===== config.mk =====
export PLATFORM = sky130hd
export DESIGN_NAME = instruction_fetch
export DESIGN_NICKNAME = d
export VERILOG_FILES = /design/src/rtl/riscv_pkg.sv /design/src/rtl/fetch_fifo.sv /design/src/rtl/instruction_fetch.sv
export SDC_FILE = /design/constraint.sdc
export NUM_CORES = 1
export LEC_CHECK = 0
export ABC_AREA = 1
export CAP_MARGIN = 20
export CORE_UTILIZATION = 48
export CTS_BUF_LIST = sky130_fd_sc_hd__clkbuf_2
export DETAILED_ROUTE_END_ITERATION = 8
export PLACE_DENSITY = 0.83
export SLEW_MARGIN = 20
export SYNTH_ARGS = -nofsm -noshare
export SYNTH_HDL_FRONTEND = slang
export SYNTH_SLANG_ARGS = --single-unit

===== constraint.sdc =====
create_clock -name clk -period 20.5 [get_ports clk]
set_input_delay 4.1 -clock clk [delete_from_list [all_inputs] [get_ports clk]]
set_output_delay 4.1 -clock clk [all_outputs]
set_load 0.02 [all_outputs]

===== src/rtl/riscv_pkg.sv =====
// Shared RISC-V front-end definitions: datapath widths and the fetch buffer entry.
package riscv_pkg;

    localparam int unsigned ADDR_WIDTH    = 64;
    localparam int unsigned INST_WIDTH    = 32;
    localparam int unsigned WORD_SIZE_POW = 2;

    localparam logic [ADDR_WIDTH-1:0] PC_STEP    = ADDR_WIDTH'(1) << WORD_SIZE_POW;
    localparam logic [ADDR_WIDTH-1:0] ALIGN_MASK = ~(PC_STEP - ADDR_WIDTH'(1));

    typedef struct packed {
        logic [ADDR_WIDTH-1:0] pc;
        logic [INST_WIDTH-1:0] inst;
    } fetch_entry_t;

endpackage


===== src/rtl/fetch_fifo.sv =====
// Circular fetch buffer of 2^DEPTH_POW entries; flush empties it in one cycle.
module fetch_fifo
    import riscv_pkg::*;
#(
    parameter int unsigned DEPTH_POW = 1
) (
    input  logic         clk,
    input  logic         rst,
    input  logic         i_push,
    input  logic         i_pop,
    input  logic         i_flush,
    input  fetch_entry_t i_data,
    output fetch_entry_t o_data,
    output logic         o_full,
    output logic         o_empty
);

    localparam int unsigned DEPTH = 1 << DEPTH_POW;

    fetch_entry_t           r_mem [DEPTH];
    logic [DEPTH_POW-1:0]   r_wr_ptr;
    logic [DEPTH_POW-1:0]   r_rd_ptr;
    logic [DEPTH_POW:0]     r_count;

    assign o_data  = r_mem[r_rd_ptr];
    assign o_full  = (r_count == (DEPTH_POW+1)'(DEPTH));
    assign o_empty = (r_count == '0);

    always_ff @(posedge clk) begin
        if (i_push && !i_flush && !rst) begin
            r_mem[r_wr_ptr] <= i_data;
        end
    end

    always_ff @(posedge clk) begin
        if (rst || i_flush) begin
            r_wr_ptr <= '0;
            r_rd_ptr <= '0;
            r_count  <= '0;
        end else begin
            if (i_push) begin
                r_wr_ptr <= r_wr_ptr + 1'b1;
            end
            if (i_pop) begin
                r_rd_ptr <= r_rd_ptr + 1'b1;
            end
            case ({i_push, i_pop})
                2'b10:   r_count <= r_count + 1'b1;
                2'b01:   r_count <= r_count - 1'b1;
                default: r_count <= r_count;
            endcase
        end
    end

endmodule


===== src/rtl/instruction_fetch.sv =====
// Instruction fetch stage: pc sequencing and redirect, feeding a small fetch buffer.
module instruction_fetch
    import riscv_pkg::*;
#(
    parameter logic [63:0] RESET_PC       = 64'h0,
    parameter int unsigned FIFO_DEPTH_POW = 1
) (
    input  logic                  clk,
    input  logic                  rst,
    output logic [ADDR_WIDTH-1:0] mem_addr,
    input  logic [INST_WIDTH-1:0] mem_data_i,
    input  logic                  redirect_valid_i,
    input  logic [ADDR_WIDTH-1:0] redirect_pc_i,
    output logic                  inst_valid_o,
    output logic [INST_WIDTH-1:0] inst_o,
    output logic [ADDR_WIDTH-1:0] inst_pc_o,
    input  logic                  inst_ready_i
);

    logic [ADDR_WIDTH-1:0] r_pc;
    fetch_entry_t          r_last;
    fetch_entry_t          w_head;
    fetch_entry_t          w_fetch;
    logic                  w_full;
    logic                  w_empty;
    logic                  w_push;
    logic                  w_pop;

    assign mem_addr     = r_pc;
    assign inst_valid_o = !w_empty;
    assign w_pop        = inst_valid_o && inst_ready_i;
    assign w_push       = !redirect_valid_i && (!w_full || w_pop);
    assign w_fetch      = '{pc: r_pc, inst: mem_data_i};

    // While empty the head slot may hold stale or flushed data, so present the last shown entry instead.
    assign inst_o    = inst_valid_o ? w_head.inst : r_last.inst;
    assign inst_pc_o = inst_valid_o ? w_head.pc   : r_last.pc;

    always_ff @(posedge clk) begin
        if (rst) begin
            r_pc   <= RESET_PC;
            r_last <= '0;
        end else begin
            r_last <= '{pc: inst_pc_o, inst: inst_o};
            if (redirect_valid_i) begin
                r_pc <= redirect_pc_i & ALIGN_MASK;
            end else if (w_push) begin
                r_pc <= r_pc + PC_STEP;
            end
        end
    end

    fetch_fifo #(
        .DEPTH_POW (FIFO_DEPTH_POW)
    ) u_fifo (
        .clk     (clk),
        .rst     (rst),
        .i_push  (w_push),
        .i_pop   (w_pop),
        .i_flush (redirect_valid_i),
        .i_data  (w_fetch),
        .o_data  (w_head),
        .o_full  (w_full),
        .o_empty (w_empty)
    );

endmodule


Word level (Yosys, flattened, before mapping)
Memories as Yosys holds them, arrays and structs flattened. A register that Yosys moved wholly into a read port is not among the register bits.
Index checks and enable logic that the tools add are counted.
Storage, ports and cells
  flip-flop bits (word level): 164
  bits in writable memories: 192
  input bits: 100
  word-level logic and storage cells: 39
  memories kept: 1
Operators by class
  add/sub/neg operators: 5
  equality and inequality tests: 3
  multiplexer cells: 9
  reductions and logical operators: 14
Memories
  u_fifo.r_mem: words 2, bits a word 96, rd ports 1, clocked after Yosys merged registers in 1, wr ports 1, line fetch_fifo.sv:20  | fetch_entry_t r_mem [DEPTH];
Operators with widths (number)
  64-bit two-way mux: 3
  64-bit by 3-bit adder with 64-bit output (second input constant): 1
  32-bit two-way mux: 1
  2-bit == test (second input constant): 2
  1-bit logical AND: 4
  1-bit zero test: 4
  1-bit two-way mux: 4
  2-bit one-hot mux with 2 select lines: 1
  2-bit nonzero test: 2
  1-bit adder (second input constant): 2
  2-bit by 1-bit adder with 2-bit output (second input constant): 1
  2-bit by 1-bit == test with 1-bit output (second input constant): 1
  2-bit zero test: 1
  1-bit logical OR: 2
  2-bit OR reduction: 1
  2-bit by 1-bit subtractor with 2-bit output (second input constant): 1

Depth between registers and ports, before layout
Gate-level depths: netlist of the first run.
  depth in word-level cells: 9
  depth in mapped cells: 13
  gate-level depth less buffers: 13

Cells and area by module
A second synthesis of the first run with hierarchy kept.
Second synthesis, totals
  cells, all modules: 1639
  area, all modules: 15681.3 um2
By module, submodules not included
  instruction_fetch: instances 1, cells each 1305, area an instance 8319.2 um2, seq. area each 3163.0 um2
  fetch_fifo: instances 1, cells each 334, area an instance 7362.1 um2, seq. area each 5865.6 um2

Worst setup path after synthesis of the first run
Ideal clock, no wire load.
  kind: input -> register
  start: in redirect_valid_i
  end: mem u_fifo.r_mem[0][0] in the netlist's numbering (enable)
  setup time: 0.662 ns
  arrival time: 10.956 ns
  required time: 19.838 ns
  setup slack: 8.882 ns
  stages on the path: 4
  path through: buf_2 -> nor2_1 -> inv_1 -> nor3_1
Between the ends
  word-level cells in the longest chain between the ends: 6
RTL lines
  from (decl): line instruction_fetch.sv:12  | input logic redirect_valid_i,
  1-bit zero test (*): line fetch_fifo.sv:30, instruction_fetch.sv:32
  1-bit logical AND: line instruction_fetch.sv:32  | assign w_push = !redirect_valid_i && (!w_full || w_pop);
  1-bit logical AND (*) (2 in a row): line fetch_fifo.sv:30  | if (i_push && !i_flush && !rst) begin
  1-bit two-way mux (*): line fetch_fifo.sv:30
  1-bit two-way mux (not written as such) (*): line fetch_fifo.sv:31  | r_mem[r_wr_ptr] <= i_data;
  to (decl): line fetch_fifo.sv:20
Every way passes the cells marked *; elsewhere a longest branch is shown, timed or not.

Worst setup path in the final report of the first run
  start: reg u_fifo.r_count[1]
  end: out inst_pc_o[51]
Between the ends
  word-level cells in the longest chain between the ends: 2
RTL lines
  from (decl): line fetch_fifo.sv:23  | logic [DEPTH_POW:0] r_count;
  from (signal assigned): line fetch_fifo.sv:48  | 2'b10: r_count <= r_count + 1'b1;
  from (signal assigned): line fetch_fifo.sv:49  | 2'b01: r_count <= r_count - 1'b1;
  from (signal assigned): line fetch_fifo.sv:50  | default: r_count <= r_count;
  2-bit zero test: line fetch_fifo.sv:27  | assign o_empty = (r_count == '0);
  64-bit two-way mux: line instruction_fetch.sv:37  | assign inst_pc_o = inst_valid_o ? w_head.pc : r_last.pc;
  to (decl): line instruction_fetch.sv:16  | output logic [ADDR_WIDTH-1:0] inst_pc_o,
Every way passes these cells.

==> flow_summary_export.csv, run 1 <==
group,metric,value,unit
layout,drive_gt1_share,10.42,%
sta,rsz0062_at_grt,"no",
clock_tree,insertion_delay,0.93,ns
worst_setup_path,endpoint_kind,"output port",
die,start_util,48.72,%
worst_setup_path,path_buf_inv,3,
global_route,grt_pass1_wl,65.67,mm
global_route,busiest_layer,"met2",
worst_setup_path,worstSetupStartpoint,"u_fifo.r_count[1]",
clock_tree,cts_buffer_depth,3,
global_route,grt_pass1_vias,12170,
worst_setup_path,worstPathCellList,"nor2_4, clkinv_2, buf_4, nor2_1, a21oi_1, clkdlybuf4s50_1",
global_route,grt_max_degree,102,
clock_tree,clk_pin_slew,0.10,ns
logic_synthesis,netlist.area_leader.share,37.98,%
worst_setup_path,cp-endpoint,"inst_pc_o[51]",
die,rows,64,
die,die_h,178.0,um
sta,setup_viol,0,
global_route,grt_util_all_layers,26.95,%
sta,finalHoldViolCount,0,
run_status,outcome,"finished, final reports clean",
worst_setup_path,r2r-end,"u_fifo.r_mem[1][54]",
clock_tree,cts_buffers,91,
logic_synthesis,ys_ff_latch,351,
placed_design,portBuffers,256,
layout,layout_common_cells,"351 x nand2_1, 254 x clkdlybuf4s50_1, 236 x a21oi_1, 230 x nor2_1, 188 x edfxtp_1",
route,vias,12844,
sta,fmax,0.1186,GHz
die,dieWidth,178.0,um
clock_tree,clockRootBuffer,"clkbuf_2",
logic_synthesis,synth-seq-area-share,59.94,%
route,drt-pass1-iter-count,6,
worst_setup_path,worstPathArrival,4.33,ns
worst_setup_path,critPathMaxFanout,67,
global_route,grt_use_met1,35.05,%
worst_setup_path,crit_path_max_incr_delay,0.81,ns
layout,postLayoutCellArea,18580,sq um
placed_design,place.gp.congestion,0.9222,
global_route,grt_antenna_before_repair,8,
layout,finalNetCount,2025,
logic_synthesis,synthTopCellsByArea,"edfxtp_1 38%, dfxtp_1 22%, nand2_1 8.9%",
route,finalWirelength,43.49,mm
route,drtIter0Drc,979,
logic_synthesis,syn_area,14860,sq um
logic_synthesis,yosys_warnings,0,
sta,finalMaxSlewViolations,0,
worst_setup_path,reg2reg_depth,6,
clock_tree,htreeDepth,3,
clock_tree,cts_tree,"built",
worst_setup_path,r2r_start,"u_fifo.r_count[0]",
global_route,met2_usage,42.36,%
logic_synthesis,synth.avg_cell_area,9.063,sq um
worst_setup_path,rrSetupSlack,17.16,ns
sta,worst_pin_slew,1.072,ns
sta,relSlewSlack,28.53,%
layout,finish.utilization,60.90,%
sta,clock_skew,0.07735,ns
logic_synthesis,synth_cells,1640,
route,drtAntennaViolNets,0,
clock_tree,clkSinkCount,351,
worst_setup_path,cp_data_required_time,16.40,ns
min_path,min_path_type,"flop to flop",
power,vdd_drop_max,0.00003470,V
layout,layout_commonest_cell,"nand2_1",
clock_tree,postCtsSetupRepairBufs,0,
logic_synthesis,synth_top_cell_by_area,"edfxtp_1",
route,wl_per_cell,18.10,um
worst_setup_path,cp_slowest_cell,"nor2_4",
logic_synthesis,ys_types,39,
route,drc,0,
worst_setup_path,start_kind,"flop",
global_route,grt.overflow.total,0,
clock_tree,cts_resized,0,
sta,finalCritPeriodShare,41.14,%
die,boundaryPins,261,
layout,syn2layout_area_growth,25.00,%
route,via_per_inst,5.347,
die,coreArea,30510,sq um
worst_setup_path,crit_cells,6,
placed_design,dpl.hpwl,28.14,mm
sta,period_needed,8.434,ns
worst_setup_path,worstSetupPathType,"flop to output port",
clock_tree,cts_hold_buf,0,
worst_setup_path,cpLargestDelayFamily,"buffers and inverters",
power,p_per_area,82.85,nW/um^2
placed_design,dpl-instance-area,17690,sq um
sta,fin_tns_setup,0,ns
power,leakage,7.116,nW
die,dieArea,31670,sq um
global_route,grt_use_met3,6.555,%
flow_run,maxCapViolations,0,
## worst min-delay path by stage
stage | start | to | depth (start not counted)
after CTS | r_last[32] | r_last[32] | 2
final | r_last[32] | r_last[32] | 2
after global routing | r_last[32] | r_last[32] | 2
after detailed placement | r_last[32] | r_last[32] | 2
after floorplan | r_last[32] | r_last[32] | 2
after global placement | u_fifo.r_rd_ptr | flop | 1
## stage by stage
| step | setup WS, ns | std cells | power, mW | hold WS (ns) |
|---|---|---|---|---|
| after floorplan | 8.882 | 1641 | 0.9470 | 0.4246 |
| after global placement | 12.92 | 2225 | 1.062 | 0.4305 |
| after detailed placement | 12.87 | 2225 | 1.070 | 0.4370 |
| after CTS | 11.93 | 2392 | 1.552 | 0.4517 |
| after global routing | 11.74 | 2401 | 1.612 | 0.4873 |
| final | 12.07 | 2402 | 1.539 | 0.4498 |
## kinds of logic after synthesis
| family | share of synthesized area, % |
|---|---|
| buffers and inverters | 4.529 |
| AO/OA/AOI/OAI | 11.22 |
| flip-flops | 59.94 |
| AND/OR/NAND/NOR | 23.06 |
| adder cells (fa/ha/maj) | 0.1683 |
| other | 0.02523 |
| XOR/XNOR | 1.061 |
## area by class of cell
class                      instances  area, sq um
sequential                       351         8912
fill                            2608        11930
timing repair buffer             270         2675
clock buffer                     140        700.7
antenna                            9        22.52
tap                              396        495.5
inverter                          87        329.1
multi-input combinational       1122         5300
clock inverter                    27        143.9
## state kept, by name, indices dropped and copies added (netlist names), named ones only
signal,cells
mem_addr,62
u_fifo.r_mem,188
u_fifo.r_wr_ptr,1
u_fifo.r_rd_ptr,1
u_fifo.r_count,2
r_last,96
## cells in the mapped netlist, drive strengths merged
cell type and instances:
buf 34, inv 86, nor2 250, edfxtp 188, dfxtp 163, o21bai 3
o21ai 43, and2 95, and3 1, a32oi 3, a31oi 23, a21oi 237
nand4 10, conb 1, a21boi 1, nor4 1, clkbuf 47, nor3 7
xnor2 10, xor2 8, a31o 1, nand2 364, nand3 53, clkinv 1
ha 2, a22o 1, a22oi 6, or3 1
## tightest hold or removal path, delay by kind of cell, from the launching register on
kind,cells,cell delay (ns)
and+or+nand+nor,1,0.05
DFF,1,0.31
buffers and inverters,1,0.06
## per-layer routing
layer  vias up  wire length, um
met5         -                0
met2       573            20630
met3        89             3747
li1       6098                -
met1      6084            17790
met4         0             1317
## report_power, final
part | internal (mW) | total, mW | switching (mW)
clock | 0.195 | 0.485 | 0.290
sequential | 0.778 | 0.804 | 0.0259
combinational | 0.110 | 0.250 | 0.140
No activity file was read; power rests on OpenSTA's default activity.
==> inputs of run 2 (changes only) <==
Settings changed: PLACE_DENSITY 0.83 to 0.86.
Clock period 20.5 ns to 7.71 ns, I/O delays scaled along.
==> run 2 against run 1 <==
Cell area about the same. Clock-buffer cell count down 3. Die area unchanged. Sequential power rose to 2.7 times the previous value. First-iteration DRC count up 18%. Setup slack worse by 9.6 ns. Worst hold slack about the same. Highest routed layer unchanged.
==> flow_summary_export.csv, run 2 (synthesized netlist as in run 1, its figures left out) <==
group,metric,value,unit
power,clkPwrFrac,32.4,%
die,boundaryPins,261,
route,drc,0,
power,p_comb_share,16.1,%
worst_setup_path,crit_path_max_incr_delay,0.69,ns
power,switching_share,29.18,%
route,finalWirelength,43.72,mm
route,drt-pass1-iter-count,5,
sta,finalCritPeriodShare,67.82,%
min_path,hold_start,"r_last[32]",
global_route,grt_max_degree,96,
worst_setup_path,start_kind,"flop",
route,wl_per_cell,18.26,um
route,via_per_inst,5.336,
worst_setup_path,endpoint_kind,"output port",
route,drtAntennaViolNets,0,
worst_setup_path,critPathMaxFanout,66,
worst_setup_path,path_buf_inv,3,
min_path,min_path_type,"flop to flop",
worst_setup_path,crit_cells,5,
power,leakage,7.118,nW
sta,finalHoldViolCount,0,
route,vias,12780,
worst_setup_path,cp_slowest_cell,"buf_4",
route,wl_met1,17.23,mm
die,coreArea,30510,sq um
die,start_util,48.72,%
worst_setup_path,cp_data_required_time,6.17,ns
sta,period_needed,5.229,ns
layout,syn2layout_area_growth,25.04,%
route,wl_met3,4.097,mm
route,met2WireLength,20.94,mm
die,rows,64,
worst_setup_path,reg2reg_depth,5,
worst_setup_path,worstPathArrival,3.69,ns
route,top_layer,"met4",
worst_setup_path,worstPathCellList,"clkinv_2, buf_4, nand2_1, a21oi_1, clkdlybuf4s50_1",
global_route,grt_antenna_before_repair,4,
clock_tree,clkSinkCount,351,
clock_tree,cts_hold_buf,0,
die,dieArea,31670,sq um
sta,finalMaxSlewViolations,0,
sta,relSlewSlack,29.85,%
clock_tree,cts_buffer_depth,3,
die,die_h,178.0,um
clock_tree,cts_tree,"built",
layout,fin_cells,2395,
sta,setup_viol,0,
layout,regMostFlops,"u_fifo.r_mem",
power,p_int,2.938,mW
power,vdd_drop_max,0.0001308,V
placed_design,dpl.hpwl,28.29,mm
sta,clock_skew,0.08078,ns
worst_setup_path,worstSetupPathType,"flop to output port",
worst_setup_path,r2r_start,"u_fifo.r_count[1]",
sta,fmax,0.1913,GHz
sta,worst_pin_slew,1.046,ns
power,p_seq_share,51.6,%
sta,rsz0062_at_grt,"no",
clock_tree,clockRootBuffer,"clkbuf_2",
global_route,grt.overflow.total,0,
placed_design,numPlacedInstances,2225,
clock_tree,htreeDepth,3,
global_route,grt_pass1_wl,65.78,mm
power,p_switching,1.211,mW
clock_tree,cts_resized,0,
placed_design,portBuffers,256,
clock_tree,insertion_delay,0.93,ns
worst_setup_path,rrSetupSlack,4.97,ns
power,p_total,4.149,mW
die,dieWidth,178.0,um
power,p_per_area,223.2,nW/um^2
global_route,grt_pass1_vias,12413,
placed_design,place.gp.congestion,0.9437,
clock_tree,clk_pin_slew,0.10,ns
layout,largest_reg_flops,188,
clock_tree,cts_buffers,89,
clock_tree,postCtsSetupRepairBufs,0,
layout,finalNetCount,2022,
route,drtIter0Drc,1152,
run_status,outcome,"finished, final reports clean",
global_route,grt_util_all_layers,27.07,%
layout,layout_commonest_cell,"nand2_1",
flow_run,maxCapViolations,0,
layout,layout_common_cells,"351 x nand2_1, 254 x clkdlybuf4s50_1, 236 x a21oi_1, 230 x nor2_1, 188 x edfxtp_1",
min_path,hold_depth,2,
layout,drive_gt1_share,10.23,%
worst_setup_path,cpLargestDelayFamily,"buffers and inverters",
run 2: changes by cell type in the layout (fill, tap and decap cells not counted):
| cell | previous run | this run |
|---|---|---|
| inv_6 | 0 | 2 |
| buf_6 | 0 | 1 |
| clkinvlp_4 | 1 | 0 |
| clkinv_4 | 2 | 0 |
| inv_2 | 5 | 4 |
| clkbuf_16 | 1 | 0 |
| clkinv_1 | 21 | 22 |
| bufinv_16 | 1 | 3 |
| diode_2 | 9 | 5 |
| clkbuf_2 | 140 | 137 |
| buf_4 | 13 | 12 |
run 2: worst register-to-register path: stages (launching register included):
cell,delay [ns]
dfxtp_1,0.43
nand3_2,0.47
nand2_1,0.25
clkinv_1,0.84
a32oi_1,0.54
a21oi_1,0.11
run 2: worst paths after layout:
kind / endpoint
min reg2reg: r_last[32]
max: inst_o[7]
max reg2reg: mem_addr[14]
min: r_last[32]
run 2: per-layer routing:
metal  vias up  track usage (%)
li1       6080                -
met1      5998            33.76
met2       615            44.21
met3        87            6.277
met4         0            12.89
met5         -                0
run 2: power by group through the flow:
stage	registers, mW	clock network (mW)	logic (mW)
floorplan	2.18	0	0.333
global placement	2.17	0	0.647
detailed placement	2.18	0	0.664
CTS	2.14	1.38	0.669
global route	2.15	1.48	0.720
finish	2.14	1.34	0.667
run 2: area by class of cell:
class / count / area, sq um
fillers: 2579 / 11920
flip-flops and latches: 351 / 8912
multi-input cells: 1122 / 5300
repair buffers: 269 / 2654
clock buffers: 137 / 685.7
well taps: 396 / 495.5
inverters: 87 / 329.1
clock inverters: 28 / 196.4
diodes: 5 / 12.51
run 2: per-stage QoR:
step / hold WS, ns / utilization (%) / setup slack, ns / area [sq um] / TNS, ns
2_1_floorplan: 0.4246 / - / -1.350 / 14870 / -253.87
3_3_place_gp: 0.4289 / 57.97 / 3.461 / 17690 / 0
3_5_place_dp: 0.4386 / 57.97 / 3.426 / 17690 / 0
4_1_cts: 0.4546 / 60.86 / 2.474 / 18570 / 0
5_1_grt: 0.4753 / 60.91 / 2.272 / 18580 / 0
6_report: 0.4493 / 60.92 / 2.481 / 18590 / 0
==> inputs of run 3 (changes only) <==
Clock period 7.71 ns to 4.2 ns, I/O delays scaled along.
==> run 3 against run 2 <==
Die area did not move. Utilization barely moved. First-iteration DRC count fell by 2.7%. Critical path depth fell by 1. Clock power rose by 69%. Register-to-register slack got worse by 3.2 ns. Cell area barely moved. Non-clock buffer count rose by 4. Combinational power rose by 84%. Setup slack got worse by 2.2 ns. Clock skew fell by 0.022 ns. Sequential power rose by 84%. Largest cell class unchanged. Largest power group unchanged. Highest routed layer unchanged.
==> flow_summary_export.csv, run 3 (synthesized netlist as in run 1, its figures left out) <==
group,metric,value,unit
run_status,outcome,"finished, final reports clean",
placed_design,dpl.hpwl,28.26,mm
die,start_util,48.72,%
clock_tree,clk_pin_slew,0.12,ns
route,drtIter0Drc,1121,
worst_setup_path,critPathMaxFanout,42,
power,vdd_drop_max,0.0001672,V
layout,largest_reg_flops,188,
route,drtAntennaViolNets,0,
route,wl_per_cell,18.22,um
clock_tree,htreeDepth,3,
layout,postLayoutCellArea,18580,sq um
route,drc,0,
die,die_h,178.0,um
route,drt-pass1-iter-count,5,
clock_tree,cts_buffer_depth,3,
worst_setup_path,worstPathArrival,3.12,ns
sta,relSlewSlack,30.79,%
layout,syn2layout_area_growth,24.99,%
global_route,grt_util_all_layers,27.05,%
die,boundaryPins,261,
die,coreArea,30510,sq um
sta,finalHoldViolCount,0,
route,finalWirelength,43.55,mm
global_route,grt_pass1_vias,12452,
sta,finalMaxSlewViolations,0,
layout,fillers,2554,
power,clkPwrFrac,30.4,%
layout,fin_cells,2391,
die,rows,64,
min_path,min_path_type,"input port to flop",
worst_setup_path,worstSetupPathType,"flop to output port",
layout,regMostFlops,"u_fifo.r_mem",
route,via_per_inst,5.409,
sta,setup_viol,0,
route,vias,12932,
global_route,grt_antenna_before_repair,6,
sta,clock_skew,0.05898,ns
global_route,grt.overflow.total,0,
clock_tree,clockRootBuffer,"clkbuf_2",
power,p_comb_share,16.6,%
placed_design,place.gp.congestion,0.9478,
clock_tree,cts_hold_buf,0,
power,p_per_area,399.4,nW/um^2
sta,worst_pin_slew,1.032,ns
sta,fmax,0.2524,GHz
placed_design,numPlacedInstances,2229,
worst_setup_path,cp_data_required_time,3.36,ns
layout,finalNetCount,2023,
worst_setup_path,start_kind,"flop",
clock_tree,clkSinkCount,351,
worst_setup_path,endpoint_kind,"output port",
clock_tree,cts_tree,"built",
sta,hold_slack,0.3949,ns
clock_tree,postCtsSetupRepairBufs,0,
sta,period_needed,3.962,ns
flow_run,maxCapViolations,0,
sta,finalCritPeriodShare,94.34,%
global_route,grt_max_degree,102,
power,p_switching,2.205,mW
power,p_seq_share,53.0,%
power,switching_share,29.72,%
clock_tree,insertion_delay,0.90,ns
die,dieWidth,178.0,um
clock_tree,cts_resized,0,
clock_tree,cts_buffers,86,
global_route,grt_pass1_wl,65.94,mm
placed_design,dpl-instance-area,17780,sq um
power,leakage,7.090,nW
layout,layout_common_cells,"351 x nand2_1, 254 x clkdlybuf4s50_1, 236 x a21oi_1, 230 x nor2_1, 188 x edfxtp_1",
die,dieArea,31670,sq um
power,p_int,5.214,mW
layout,drive_gt1_share,9.955,%
sta,rsz0062_at_grt,"no",
layout,layout_commonest_cell,"nand2_1",
placed_design,portBuffers,256,
run 3: cell types whose count changed in the layout (fill, tap and decap cells not counted), sizes merged:
| cell | previous run | this run |
|---|---|---|
| diode | 5 | 6 |
| clkinv | 26 | 28 |
| clkbuf | 137 | 127 |
| buf | 15 | 19 |
| bufinv | 3 | 1 |
| clkinvlp | 0 | 1 |
run 3: power by group through the flow:
stage	Clock [mW]	Combinational, mW	Sequential [mW]
6_report	2.26	1.23	3.93
5_1_grt	2.47	1.33	3.95
4_1_cts	2.31	1.23	3.93
3_5_place_dp	0	1.23	4.01
3_3_place_gp	0	1.19	4.00
2_1_floorplan	0	0.612	4.00
run 3: per-stage QoR:
| step | setup slack, ns | setup TNS (ns) | power [mW] | utilization [%] |
|---|---|---|---|---|
| after floorplan | -1.277 | -240.14 | 4.616 | - |
| after global placement | 1.178 | 0 | 5.189 | 58.28 |
| after detailed placement | 1.133 | 0 | 5.232 | 58.28 |
| after CTS | 0.2129 | 0 | 7.468 | 60.84 |
| after global routing | 0.07733 | 0 | 7.749 | 60.89 |
| final | 0.2379 | 0 | 7.419 | 60.89 |
run 3: critical path: stages, from the launching register on:
cell	delay, ns
dfxtp_4	0.73
buf_4	0.46
a21oi_1	0.12
a21oi_1	0.25
clkdlybuf4s50_1	0.66
run 3: path summary, 6_finish.rpt:
path / startpoint / endpoint / slack (ns) / depth (start not counted)
setup / recovery: flop / inst_pc_o[3] / 0.24 / 4
hold / removal: redirect_valid_i / mem_addr[37] / 0.39 / 3
setup reg to reg: u_fifo.r_count[0] / mem_addr[14] / 1.74 / 6
hold reg to reg: r_last[33] / r_last[33] / 0.45 / 2
run 3: metal layers:
layer / up-vias / wire [um] / track usage, %
met5: - / 0 / 0
met4: 0 / 1594 / 14.46
met3: 111 / 4121 / 5.934
met2: 685 / 20760 / 43.55
met1: 6053 / 17080 / 33.89
li1: 6083 / - / -
run 3: final cells by class:
cell class	count	area (sq um)	share of cell area [%]
Sequential cell	351	8912	47.98
Multi-Input combinational cell	1122	5313	28.60
Timing Repair Buffer	273	2730	14.70
Clock buffer	127	635.6	3.422
Tap cell	396	495.5	2.667
Inverter	87	329.1	1.771
Clock inverter	29	146.4	0.7880
Antenna cell	6	15.01	0.08082
